--- config.mk ---
export PLATFORM = sky130hd
export DESIGN_NAME = rr_mux_arbiter
export DESIGN_NICKNAME = d
export VERILOG_FILES = /design/src/rtl/rr_mux_arbiter.sv
export SDC_FILE = /design/constraint.sdc
export NUM_CORES = 1
export LEC_CHECK = 0
export ABC_CLOCK_PERIOD_IN_PS = 4600
export CORE_MARGIN = 4
export CORE_UTILIZATION = 40
export CTS_BUF_LIST = sky130_fd_sc_hd__clkbuf_8
export DETAILED_ROUTE_END_ITERATION = 10
export PLACE_DENSITY = 0.76
export SYNTH_ARGS = -nofsm -noshare
export SYNTH_HDL_FRONTEND = slang
export SYNTH_SLANG_ARGS = --single-unit
--- constraint.sdc ---
create_clock -name clk -period 4.6 [get_ports clk]
set_input_delay 0.92 -clock clk [delete_from_list [all_inputs] [get_ports clk]]
set_output_delay 0.92 -clock clk [all_outputs]
set_load 0.01 [all_outputs]
--- src/rtl/rr_mux_arbiter.sv ---
`default_nettype none
// ============================================================================
// Module      : rr_mux_arbiter
// Description : 4:1 round-robin arbiter feeding a one-entry registered output
//               stage with ready/valid handshake on the downstream side.
// Revision    : 1.0 - initial release
// ============================================================================
module rr_mux_arbiter #(
    parameter int WIDTH = 8
) (
    input  logic             clk,
    input  logic             rst,
    input  logic [3:0]       req,
    input  logic [WIDTH-1:0] d0,
    input  logic [WIDTH-1:0] d1,
    input  logic [WIDTH-1:0] d2,
    input  logic [WIDTH-1:0] d3,
    output logic [3:0]       gnt,
    output logic             out_valid,
    output logic [WIDTH-1:0] out_data,
    input  logic             out_ready,
    output logic [1:0]       sel
);

    typedef enum logic [0:0] {
        ST_EMPTY = 1'b0,
        ST_FULL  = 1'b1
    } state_t;

    localparam logic [1:0] C_PTR_RESET = 2'd3;

    state_t           state_q, state_d;
    logic [1:0]       ptr_q, ptr_d;
    logic [1:0]       sel_q, sel_d;
    logic [WIDTH-1:0] data_q, data_d;

    logic             w_load;
    logic             w_found;
    logic [1:0]       w_idx;
    logic [1:0]       w_gidx;
    logic [3:0]       w_gnt;
    logic [WIDTH-1:0] w_din [4];

    assign w_din[0] = d0;
    assign w_din[1] = d1;
    assign w_din[2] = d2;
    assign w_din[3] = d3;

    // The stage can take a beat when empty or when its current beat drains
    // this cycle; reset suppresses every grant.
    assign w_load = (state_q == ST_EMPTY) || out_ready;

    // Search starts one past the last winner, so the last winner is lowest.
    always_comb begin
        w_gnt   = '0;
        w_found = 1'b0;
        w_idx   = '0;
        w_gidx  = '0;
        if (!rst && w_load) begin
            for (int i = 1; i <= 4; i++) begin
                w_idx = ptr_q + 2'(i);
                if (!w_found && req[w_idx]) begin
                    w_gnt[w_idx] = 1'b1;
                    w_found      = 1'b1;
                    w_gidx       = w_idx;
                end
            end
        end
    end

    always_comb begin
        state_d = state_q;
        ptr_d   = ptr_q;
        sel_d   = sel_q;
        data_d  = data_q;
        if (w_found) begin
            state_d = ST_FULL;
            ptr_d   = w_gidx;
            sel_d   = w_gidx;
            data_d  = w_din[w_gidx];
        end else if ((state_q == ST_FULL) && out_ready) begin
            state_d = ST_EMPTY;
        end
    end

    always_ff @(posedge clk or posedge rst) begin
        if (rst) begin
            state_q <= ST_EMPTY;
            ptr_q   <= C_PTR_RESET;
            sel_q   <= '0;
            data_q  <= '0;
        end else begin
            state_q <= state_d;
            ptr_q   <= ptr_d;
            sel_q   <= sel_d;
            data_q  <= data_d;
        end
    end

    assign gnt       = w_gnt;
    assign out_valid = (state_q == ST_FULL);
    assign out_data  = data_q;
    assign sel       = sel_q;

endmodule
`default_nettype wire
# [Word-level counts from Yosys, hierarchy flattened]
# Cells that the tools add are included.
[op_classes] n_eq_ne=0 n_mux=42 n_div=0 reduce_logical=15 bitwise_logic=5 add_sub_neg=3 multipliers=0 order_cmp=9 shift=0
[op_table] op="2-to-1 mux 4 bit" n=8
[op_table] op="2-to-1 mux 1 bit" n=18
[op_table] op="binary-select mux 8 bit (select 2 bit)" n=1
[op_table] op="2-to-1 mux 8 bit" n=2
[op_table] op="less-than comparator 2 x 3 -> 1 bit, second input constant" n=4
[op_table] op="bitwise OR 4 bit" n=3
[op_table] op="2-to-1 mux 2 bit" n=5
[op_table] op="logical AND 1 bit" n=9
[op_table] op="binary-select mux 1 bit (select 2 bit)" n=4
[op_table] op="demux 1 bit (select 2 bit)" n=4
[op_table] op=">= comparator 2 x 1 -> 1 bit, second input constant" n=4
[op_table] op="adder 2 bit, second input constant" n=2
[op_table] op="zero test 1 bit" n=4
[op_table] op=">= comparator 3 bit, second input constant" n=1
[op_table] op="inverter 2 -> 3 bit" n=1
[op_table] op="adder 2 x 1 -> 2 bit, second input constant" n=1
[op_table] op="nonzero test 2 bit" n=1
[op_table] op="logical OR 1 bit" n=1
[op_table] op="inverter 1 bit" n=1
[word_totals] output_inout_bits=15 latchBits=0 word_cells=78 mem_bits_ro=0 ram_bits=0 memories=0 input_bits=39 ff_bits=13

# [Depth between registers and ports, before layout]
# Gate-level depths: netlist (run 1).
[depth] ltp_word=21 mapped_depth=11 ltp_nobuf=8

# [Worst setup path after synthesis (run 1)]
# OpenSTA, ideal clock, no wires.
[synth_path] path_type="flip-flop to output port" start="register ptr_q[0]" end="output port gnt[0]" path_buffers=1 stages_incl_launch_ff=9 setup_slack_ps=985 required_time_ps=3680 arrival_ps=2695 path_cell_list="dfstp_2 -> buf_6 -> inv_1 -> ha_1 -> mux4_1 -> or3_4 -> nor2_2 -> a221oi_1 -> nor2_1"
[synth_between] elab_chain_cells=17 word_cells_on_any_way=54 classes_between="add/sub (3); order compare (8); mux (30); bitwise (3); reduce/logical (10)"
[synth_lines] element="start: declaration" line="33" text="logic [1:0] ptr_q, ptr_d;"
[synth_lines] element="start signal: assignment" line="94" text="ptr_q <= ptr_d;"
[synth_lines] element="parallel branches: the longest is 15 deep, another holds less-than comparator 2 x 3 -> 1 bit"
[synth_lines] element="2-to-1 mux 4 bit *" line="62" text="if (!w_found && req[w_idx]) begin"
[synth_lines] element="2-to-1 mux 4 bit *" line="59" text="if (!rst && w_load) begin"
[synth_lines] element="end: declaration" line="18" text="output logic [3:0] gnt,"
# Mark *: on every way between the ends. The select of a mux whose other input is x is not followed.

# [Worst setup path after layout (run 1)]
[layout_path] start="register ptr_q[1]" end="output port gnt[0]"
# The elaborated chain is that of the path after synthesis.

==> results.json, run 1 <==
{
  "final_common_cell": "clkdlybuf4s50_1",
  "syn_area_sq_um": 1260,
  "vias_per_cell": 5.60,
  "path_cells": "inv_1 > ha_1 > mux4_1 > or3_4 > nor2_4 > a221oi_1 > nor2_1 > clkdlybuf4s50_1",
  "ir_drop_v": 0.000231,
  "synth-seq-cells": 13,
  "crit_slowest_cell": "mux4_1",
  "ios": 54,
  "grt_pass1_wl_um": 5860,
  "start_util": 0.416,
  "critical_path_required_ps": 3680,
  "setup_viol": 0,
  "wl_per_cell_um": 15.1,
  "wl_um": 3470,
  "run_status": "finished, final reports clean",
  "cts_made_buffers": 3,
  "cts_htree_levels": 1,
  "final_layout_size_suffix_gt1_frac": 0.108,
  "r2r_cells": 8,
  "mostFrequentLayoutCells": "clkdlybuf4s50_1, nand2_1, a21boi_0, a211oi_1, dfrtp_1",
  "dp_hpwl_um": 2720,
  "grt_max_degree": 22,
  "cts-root-buf": "clkbuf_8",
  "p_leak_uw": 0.000724,
  "arrival_ps": 3470,
  "finalHoldViolations": 0,
  "startpoint_type": "flop",
  "drv_slew": 0,
  "p_sw_frac": 0.445,
  "fmax_ghz": 0.228,
  "clk_pin_slew_ps": 50,
  "area_growth_pct": 47.9,
  "power_density_nw_per_um2": 574,
  "finalWorstSetupSlack_ps": 212,
  "crit_end": "gnt[0]",
  "relSlewSlack": 0.350,
  "r2r-end": "out_data[5]",
  "n_antenna_cell": 0,
  "grt_usage": 0.180,
  "grt.overflow.total": 0,
  "tritoncts": "built",
  "core_sq_um": 3030,
  "yosysUniqueCellTypes": 35,
  "crit_start": "ptr_q[1]",
  "setup-tns-final_ps": 0,
  "pwr-share-seq": 0.202,
  "dpl-instance-area_sq_um": 1810,
  "path_class": "flop to output port",
  "antenna_found_initial": 0,
  "io_buffers": 53,
  "rows": 20,
  "die_h_um": 64.1,
  "synth-seq-area-share": 0.260,
  "ys_warn_count": 0,
  "cap_violations": 0,
  "worstSkewPairLatency_ps": 240,
  "grt_pass1_vias": 1317,
  "drt_iter0_drc": 68,
  "pre_cts_ws_ps": 195,
  "min_path_type": "flop to flop",
  "end_kind": "output port",
  "min_period_over_period": 0.954,
  "dr.pass1.iters": 4,
  "combPwrFrac": 0.706,
  "layout_min_cycle_time_ps": 4390,
  "r2r_slack_ps": 980,
  "chipWidth_um": 64.1,
  "worst_pin_slew_ps": 968,
  "vias": 1289,
  "cts_sinks": 13,
  "gp_congestion": 0.933,
  "clkPwrFrac": 0.092,
  "p_sw_uw": 476,
  "rsz0062_at_grt": "false",
  "clockBufferDepth": 2,
  "nNetsFinal": 234,
  "p_int_uw": 593,
  "synth.avg_cell_area_sq_um": 9.47,
  "drc": 0,
  "die_area_sq_um": 4110,
  "skew_ps": 4.97,
  "stdcell_area_sq_um": 1860,
  "worst_hold_slack_ps": 484,
  "cp_max_fo": 9,
  "reg2reg_from": "ptr_q[1]",
  "syn_nets": 180,
  "slowest_delay_ps": 650,
  "ant_nets": 0,
  "netlist_instances": 133
}
-- synthesized netlist by cell type --
| library cell | n | area [sq um] |
|---|---|---|
| nand2b_1 | 1 | 6.26 |
| nand2_1 | 18 | 67.6 |
| nor4b_1 | 1 | 8.76 |
| a211oi_2 | 1 | 12.5 |
| nor2_2 | 1 | 6.26 |
| a211oi_1 | 15 | 113 |
| a21boi_0 | 16 | 120 |
| o211ai_2 | 1 | 12.5 |
| a311oi_1 | 1 | 8.76 |
| a22oi_1 | 4 | 30.0 |
| or3_4 | 2 | 22.5 |
| o311ai_4 | 1 | 26.3 |
| and2b_2 | 1 | 8.76 |
| inv_1 | 4 | 15.0 |
| nor2_1 | 10 | 37.5 |
| mux2i_1 | 2 | 20.0 |
| o21ai_0 | 1 | 5.00 |
| mux4_1 | 2 | 52.6 |
| clkbuf_1 | 2 | 7.51 |
| o21ai_1 | 1 | 5.00 |
| dlygate4sd1_1 | 1 | 8.76 |
| buf_6 | 3 | 33.8 |
| o31ai_1 | 8 | 60.1 |
| buf_4 | 1 | 7.51 |
| or2_2 | 1 | 6.26 |
| nor2b_1 | 2 | 12.5 |
| dfrtp_1 | 11 | 275 |
| nor4_1 | 1 | 6.26 |
| o311a_2 | 1 | 11.3 |
| ha_1 | 8 | 100 |
| a221oi_1 | 5 | 43.8 |
| and2_1 | 1 | 6.26 |
| mux4_2 | 2 | 45.0 |
| buf_2 | 1 | 5.00 |
| dfstp_2 | 2 | 52.6 |
-- per-stage QoR --
stage	instances	utilization	total power [uW]
after floorplan	133	-	720
after global placement	226	0.599	937
after detailed placement	226	0.599	966
after CTS	230	0.614	1070
after global routing	230	0.615	1150
final	230	0.615	1070
-- worst min path at each step --
| stage | from | end | slack [ps] | depth (start not counted) |
|---|---|---|---|---|
| final | out_data[4] | out_data[4] | 480 | 2 |
| after global routing | out_data[3] | out_data[3] | 500 | 2 |
| after CTS | out_data[1] | out_data[1] | 490 | 2 |
| after detailed placement | out_data[1] | out_data[1] | 470 | 2 |
| after global placement | out_data[5] | out_data[5] | 460 | 2 |
| after floorplan | ptr_q[1] | ptr_q[1] | 500 | 2 |
-- power by group through the flow --
| stage | logic (uW) | clock network (uW) | registers [uW] |
|---|---|---|---|
| floorplan | 485 | 0 | 236 |
| global placement | 722 | 0 | 214 |
| detailed placement | 750 | 0 | 216 |
| CTS | 750 | 101 | 216 |
| global route | 822 | 107 | 224 |
| finish | 755 | 98.8 | 215 |
-- worst max-delay path: cells and delay by family, from the launching register on --
| kind | cells | cell delay (ps) |
|---|---|---|
| AOI/OAI and AO/OA | 1 | 110 |
| adders and majority gates | 1 | 440 |
| buffers and inverters | 2 | 690 |
| DFF | 1 | 620 |
| muxes | 1 | 650 |
| and+or+nand+nor | 3 | 710 |
-- per-layer routing --
layer,track usage,part of all wire,vias to the layer above,routed length [um]
met4,0.0844,0.016,0,57
li1,-,-,621,-
met3,0.0580,0.064,6,222
met2,0.316,0.52,47,1790
met1,0.193,0.40,615,1390
met5,0,0,-,0
-- registers in the layout, indices dropped and copies added, names as in the netlist --
signal and cells:
out_data 8, ptr_q 2, sel 2, out_valid 1
-- what timing repair did --
item / in CTS / in global routing
resized for setup: 0 / 1
setup endpoints to repair: 0 / 3
hold buffers: 0 / 0
buffers inserted: 0 / 0
endpoints found under the hold margin: 0 / 0
-- final cells by class --
| type | instances | area (sq um) |
|---|---|---|
| clock buffer | 3 | 41.3 |
| inverter | 4 | 15.0 |
| fill | 249 | 1160 |
| multi-input combinational | 108 | 860 |
| sequential | 13 | 328 |
| tap | 44 | 55.1 |
| timing repair buffer | 57 | 561 |
| clock inverter | 1 | 3.75 |
-- cell families after synthesis --
| group | Yosys count | synth area share |
|---|---|---|
| AOI/OAI and AO/OA | 55 | 0.356 |
| and+or+nand+nor | 39 | 0.150 |
| adders and majority gates | 8 | 0.0794 |
| muxes | 6 | 0.0933 |
| DFF | 13 | 0.260 |
| buffers and inverters | 12 | 0.0616 |
No activity file was read; power rests on OpenSTA's default activity.
==> run 2, diff against run 1 <==
--- a/config.mk
+++ b/config.mk
@@ -6,11 +6,13 @@
 export NUM_CORES = 1
 export LEC_CHECK = 0
 export ABC_CLOCK_PERIOD_IN_PS = 4600
+export CORE_ASPECT_RATIO = 1.1
 export CORE_MARGIN = 4
 export CORE_UTILIZATION = 40
 export CTS_BUF_LIST = sky130_fd_sc_hd__clkbuf_8
 export DETAILED_ROUTE_END_ITERATION = 10
 export PLACE_DENSITY = 0.76
+export SKIP_LAST_GASP = 1
 export SYNTH_ARGS = -nofsm -noshare
 export SYNTH_HDL_FRONTEND = slang
 export SYNTH_SLANG_ARGS = --single-unit
==> results.json, run 2 (synthesis results as in run 1) <==
{
  "rsz0062_at_grt": "false",
  "n_antenna_cell": 0,
  "relSlewSlack": 0.296,
  "fmax_ghz": 0.228,
  "setup_viol": 0,
  "clockBufferDepth": 2,
  "power_density_nw_per_um2": 578,
  "gp_congestion": 0.954,
  "cts_sinks": 13,
  "mostFrequentLayoutCells": "clkdlybuf4s50_1, nand2_1, a21boi_0, a211oi_1, dfrtp_1",
  "min_period_over_period": 0.954,
  "antenna_found_initial": 0,
  "multiInputGateArea_sq_um": 860,
  "grt_usage": 0.195,
  "cts_htree_levels": 1,
  "clk_pin_slew_ps": 50,
  "arrival_ps": 3470,
  "vias_per_cell": 5.77,
  "grt_pass1_vias": 1317,
  "cp_max_fo": 9,
  "largest_reg_flops": 8,
  "n_fill_cell": 284,
  "worstSkewPairLatency_ps": 240,
  "p_leak_uw": 0.000724,
  "chipWidth_um": 61.5,
  "drv_slew": 0,
  "drc": 0,
  "final_layout_size_suffix_gt1_frac": 0.108,
  "skew_ps": 2.60,
  "end_kind": "output port",
  "dr.pass1.iters": 4,
  "ios": 54,
  "die_h_um": 66.9,
  "cts-root-buf": "clkbuf_8",
  "start_util": 0.413,
  "cts_made_buffers": 3,
  "vias": 1270,
  "power_uw": 1070,
  "startpoint_type": "flop",
  "layout_min_cycle_time_ps": 4390,
  "wl_um": 3560,
  "nNetsFinal": 234,
  "ant_nets": 0,
  "path_class": "flop to output port",
  "tritoncts": "built",
  "grt_pass1_wl_um": 6090,
  "grt_max_degree": 22,
  "ir_drop_v": 0.000387,
  "final_common_cell": "clkdlybuf4s50_1",
  "die_area_sq_um": 4110,
  "area_growth_pct": 46.9,
  "grt.overflow.total": 0,
  "dp_hpwl_um": 2750,
  "hold_buffers": 0,
  "drt_iter0_drc": 43,
  "critical_path_required_ps": 3680,
  "wl_per_cell_um": 16.2,
  "finalHoldViolations": 0,
  "cap_violations": 0,
  "worst_pin_slew_ps": 1050,
  "seq_area_sq_um": 328,
  "core_sq_um": 3050,
  "io_buffers": 53,
  "run_status": "finished, final reports clean",
  "setup-tns-final_ps": 0,
  "min_path_type": "flop to flop",
  "rows": 21
}
-- run 2: cell counts in the layout (fill, tap and decap cells not counted) --
Identical to the previous run, type by type.
-- run 2: repair_timing --
| action | in CTS | in global routing |
|---|---|---|
| gates resized for setup | 0 | 1 |
| endpoints found under the hold margin | 0 | 0 |
| endpoints found under the setup margin | 0 | 4 |
| setup buffers | 0 | 0 |
-- run 2: final timing paths --
check / from / endpoint / slack (ps) / cells after the start
min: out_data[1] / out_data[1] / 490 / 2
min in group asynchronous: rst / sel[0] / 1090 / 2
max: ptr_q[1] / gnt[3] / 210 / 8
min reg2reg: out_data[1] / out_data[1] / 490 / 2
max in group asynchronous: rst / ptr_q[0] / 3150 / 2
max reg2reg: ptr_q[1] / out_data[6] / 890 / 8
-- run 2: per-stage QoR --
stage	utilization	instances	hold WS [ps]	instance area (sq um)	worst slack [ps]
final	0.607	220	489	1850	210
after global placement	0.591	216	463	1800	315
after CTS	0.606	220	498	1850	108
after floorplan	-	133	496	1260	985
after detailed placement	0.591	216	476	1800	197
after global routing	0.607	220	517	1850	24.0
-- run 2: layout make-up --
| class | count | area share |
|---|---|---|
| inverter | 4 | 0.00811 |
| clock inverter | 1 | 0.00203 |
| tap | 34 | 0.0230 |
| timing repair buffer | 57 | 0.303 |
| multi-input combinational | 108 | 0.465 |
| sequential | 13 | 0.177 |
| clock buffer | 3 | 0.0223 |
-- run 2: layer usage --
metal / up-vias / global-route usage / share of wire
met3: 6 / 0.0543 / 0.080
met1: 595 / 0.233 / 0.40
met4: 0 / 0.0610 / 0.015
met2: 49 / 0.330 / 0.51
met5: - / 0 / 0
li1: 620 / - / -
-- run 2: power breakdown --
part / internal, uW / switching (uW)
Combinational: 357 / 396
Clock: 58.9 / 39.8
Sequential: 176 / 40.9
Total: 593 / 477
-- run 2: critical path, cell delays in order, from the launching register on --
cell             delay [ps]
dfstp_2                 620
inv_1                   150
ha_1                    440
mux4_1                  660
or3_4                   420
nor2_4                  190
a221oi_1                110
nor2_1                  100
clkdlybuf4s50_1         540
==> run 3, diff against run 2 <==
--- a/config.mk
+++ b/config.mk
@@ -5,13 +5,15 @@
 export SDC_FILE = /design/constraint.sdc
 export NUM_CORES = 1
 export LEC_CHECK = 0
-export ABC_CLOCK_PERIOD_IN_PS = 4600
+export ABC_CLOCK_PERIOD_IN_PS = 5600
+export CELL_PAD_IN_SITES_DETAIL_PLACEMENT = 2
+export CELL_PAD_IN_SITES_GLOBAL_PLACEMENT = 2
 export CORE_ASPECT_RATIO = 1.1
 export CORE_MARGIN = 4
-export CORE_UTILIZATION = 40
+export CORE_UTILIZATION = 27
 export CTS_BUF_LIST = sky130_fd_sc_hd__clkbuf_8
 export DETAILED_ROUTE_END_ITERATION = 10
-export PLACE_DENSITY = 0.76
+export PLACE_DENSITY_LB_ADDON = 0.1
 export SKIP_LAST_GASP = 1
 export SYNTH_ARGS = -nofsm -noshare
 export SYNTH_HDL_FRONTEND = slang
==> constraint.sdc (replaced) <==
create_clock -name clk -period 5.6 [get_ports clk]
set_input_delay 1.12 -clock clk [delete_from_list [all_inputs] [get_ports clk]]
set_output_delay 1.12 -clock clk [all_outputs]
set_load 0.01 [all_outputs]
==> results.json, run 3 (synthesis results as in run 1) <==
{
  "cts-root-buf": "clkbuf_8",
  "wl_per_cell_um": 18.1,
  "pwr-share-seq": 0.220,
  "die_area_sq_um": 5820,
  "ir_drop_v": 0.000127,
  "largest_reg_flops": 8,
  "top_layer_used": "met3",
  "p_int_uw": 474,
  "finalHoldViolations": 0,
  "final_layout_size_suffix_gt1_frac": 0.0978,
  "ios": 54,
  "drt_iter0_drc": 67,
  "clkPwrFrac": 0.093,
  "area_growth_pct": 47.3,
  "p_sw_frac": 0.461,
  "dr_wl_met3_um": 185,
  "vias_per_cell": 5.40,
  "nNetsFinal": 232,
  "final_cell_count_no_fill": 238,
  "relSlewSlack": 0.550,
  "min_path_type": "flop to flop",
  "dr.pass1.iters": 4,
  "grt_usage": 0.159,
  "clk_pin_slew_ps": 60,
  "final_common_cell": "clkdlybuf4s50_1",
  "vias": 1286,
  "cap_violations": 0,
  "dp_hpwl_um": 3350,
  "layout_min_cycle_time_ps": 4890,
  "grt_pass1_vias": 1444,
  "skew_ps": 0.864,
  "arrival_ps": 3770,
  "worst_pin_slew_ps": 666,
  "p_sw_uw": 406,
  "m1WireLength_um": 1750,
  "wl_met2_um": 2370,
  "startpoint_type": "flop",
  "cts_setup_buffers": 0,
  "setup-tns-final_ps": 0,
  "ant_nets": 0,
  "cts_htree_levels": 1,
  "cts_sinks": 13,
  "mostFrequentLayoutCells": "clkdlybuf4s50_1, nand2_1, a21boi_0, a211oi_1, dfrtp_1",
  "path_class": "flop to output port",
  "io_buffers": 53,
  "run_status": "finished, final reports clean",
  "dpl-instance-area_sq_um": 1810,
  "rsz0062_at_grt": "false",
  "clockBufferDepth": 2,
  "setup_viol": 0,
  "grt_max_degree": 22,
  "hold_buffers": 0,
  "min_period_over_period": 0.874,
  "rows": 25,
  "combPwrFrac": 0.686,
  "chipWidth_um": 73.1,
  "stdcell_area_sq_um": 1860,
  "drc": 0,
  "tritoncts": "built",
  "fmax_ghz": 0.204,
  "end_kind": "output port",
  "power_density_nw_per_um2": 474,
  "start_util": 0.286,
  "gp_congestion": 0.867,
  "grt_pass1_wl_um": 7250,
  "core_sq_um": 4410,
  "die_h_um": 79.6,
  "critical_path_required_ps": 4480,
  "cts_made_buffers": 3,
  "worstSkewPairLatency_ps": 240,
  "p_leak_uw": 0.000713,
  "n_antenna_cell": 0,
  "worst_hold_slack_ps": 485,
  "post_cts_resized": 0,
  "cp_max_fo": 14,
  "wl_um": 4300,
  "grt.overflow.total": 0,
  "drv_slew": 0,
  "place_inst": 234,
  "antenna_found_initial": 0
}
-- run 3: final timing paths --
path	startpoint	to	slack (ps)	cells after the start
min in group asynchronous	rst	out_valid	1310	2
max in group asynchronous	rst	ptr_q[0]	3940	2
worst min-delay path	out_data[5]	out_data[5]	480	2
worst max-delay path	ptr_q[0]	gnt[2]	710	8
worst min register to register	out_data[5]	out_data[5]	480	2
worst max register to register	ptr_q[0]	out_data[0]	1510	8
-- run 3: metal layers --
metal  vias up  GRT usage
li1        615          -
met1       636      0.193
met2        35      0.285
met3         0     0.0315
met4         0     0.0314
met5         -          0
-- run 3: through the flow --
stage | total power, uW | util | setup WS, ps
5_1_grt | 964 | 0.421 | 501
6_report | 880 | 0.421 | 708
3_3_place_gp | 777 | 0.410 | 868
2_1_floorplan | 592 | - | 1780
4_1_cts | 896 | 0.421 | 674
3_5_place_dp | 810 | 0.410 | 724
-- run 3: cell type report --
cell class	instances	area (sq um)
Fill cell	479	2550
Tap cell	54	67.6
Inverter	4	15.0
Clock buffer	3	41.3
Timing Repair Buffer	55	546
Clock inverter	1	3.75
Sequential cell	13	328
Multi-Input combinational cell	108	855
-- run 3: power by group through the flow --
stage	combinational, uW	clock, uW	sequential (uW)
detailed placement	612	0	198
CTS	614	85.3	197
global route	670	89.4	205
floorplan	398	0	193
finish	604	82.0	194
global placement	583	0	193
-- run 3: critical path, stage by stage (launching register included) --
cell and delay, ps:
dfstp_2 710, inv_1 210, ha_1 460, mux4_1 650
or3_4 410, nor2_2 270, a221oi_1 160, nor2_1 120
clkdlybuf4s50_1 540
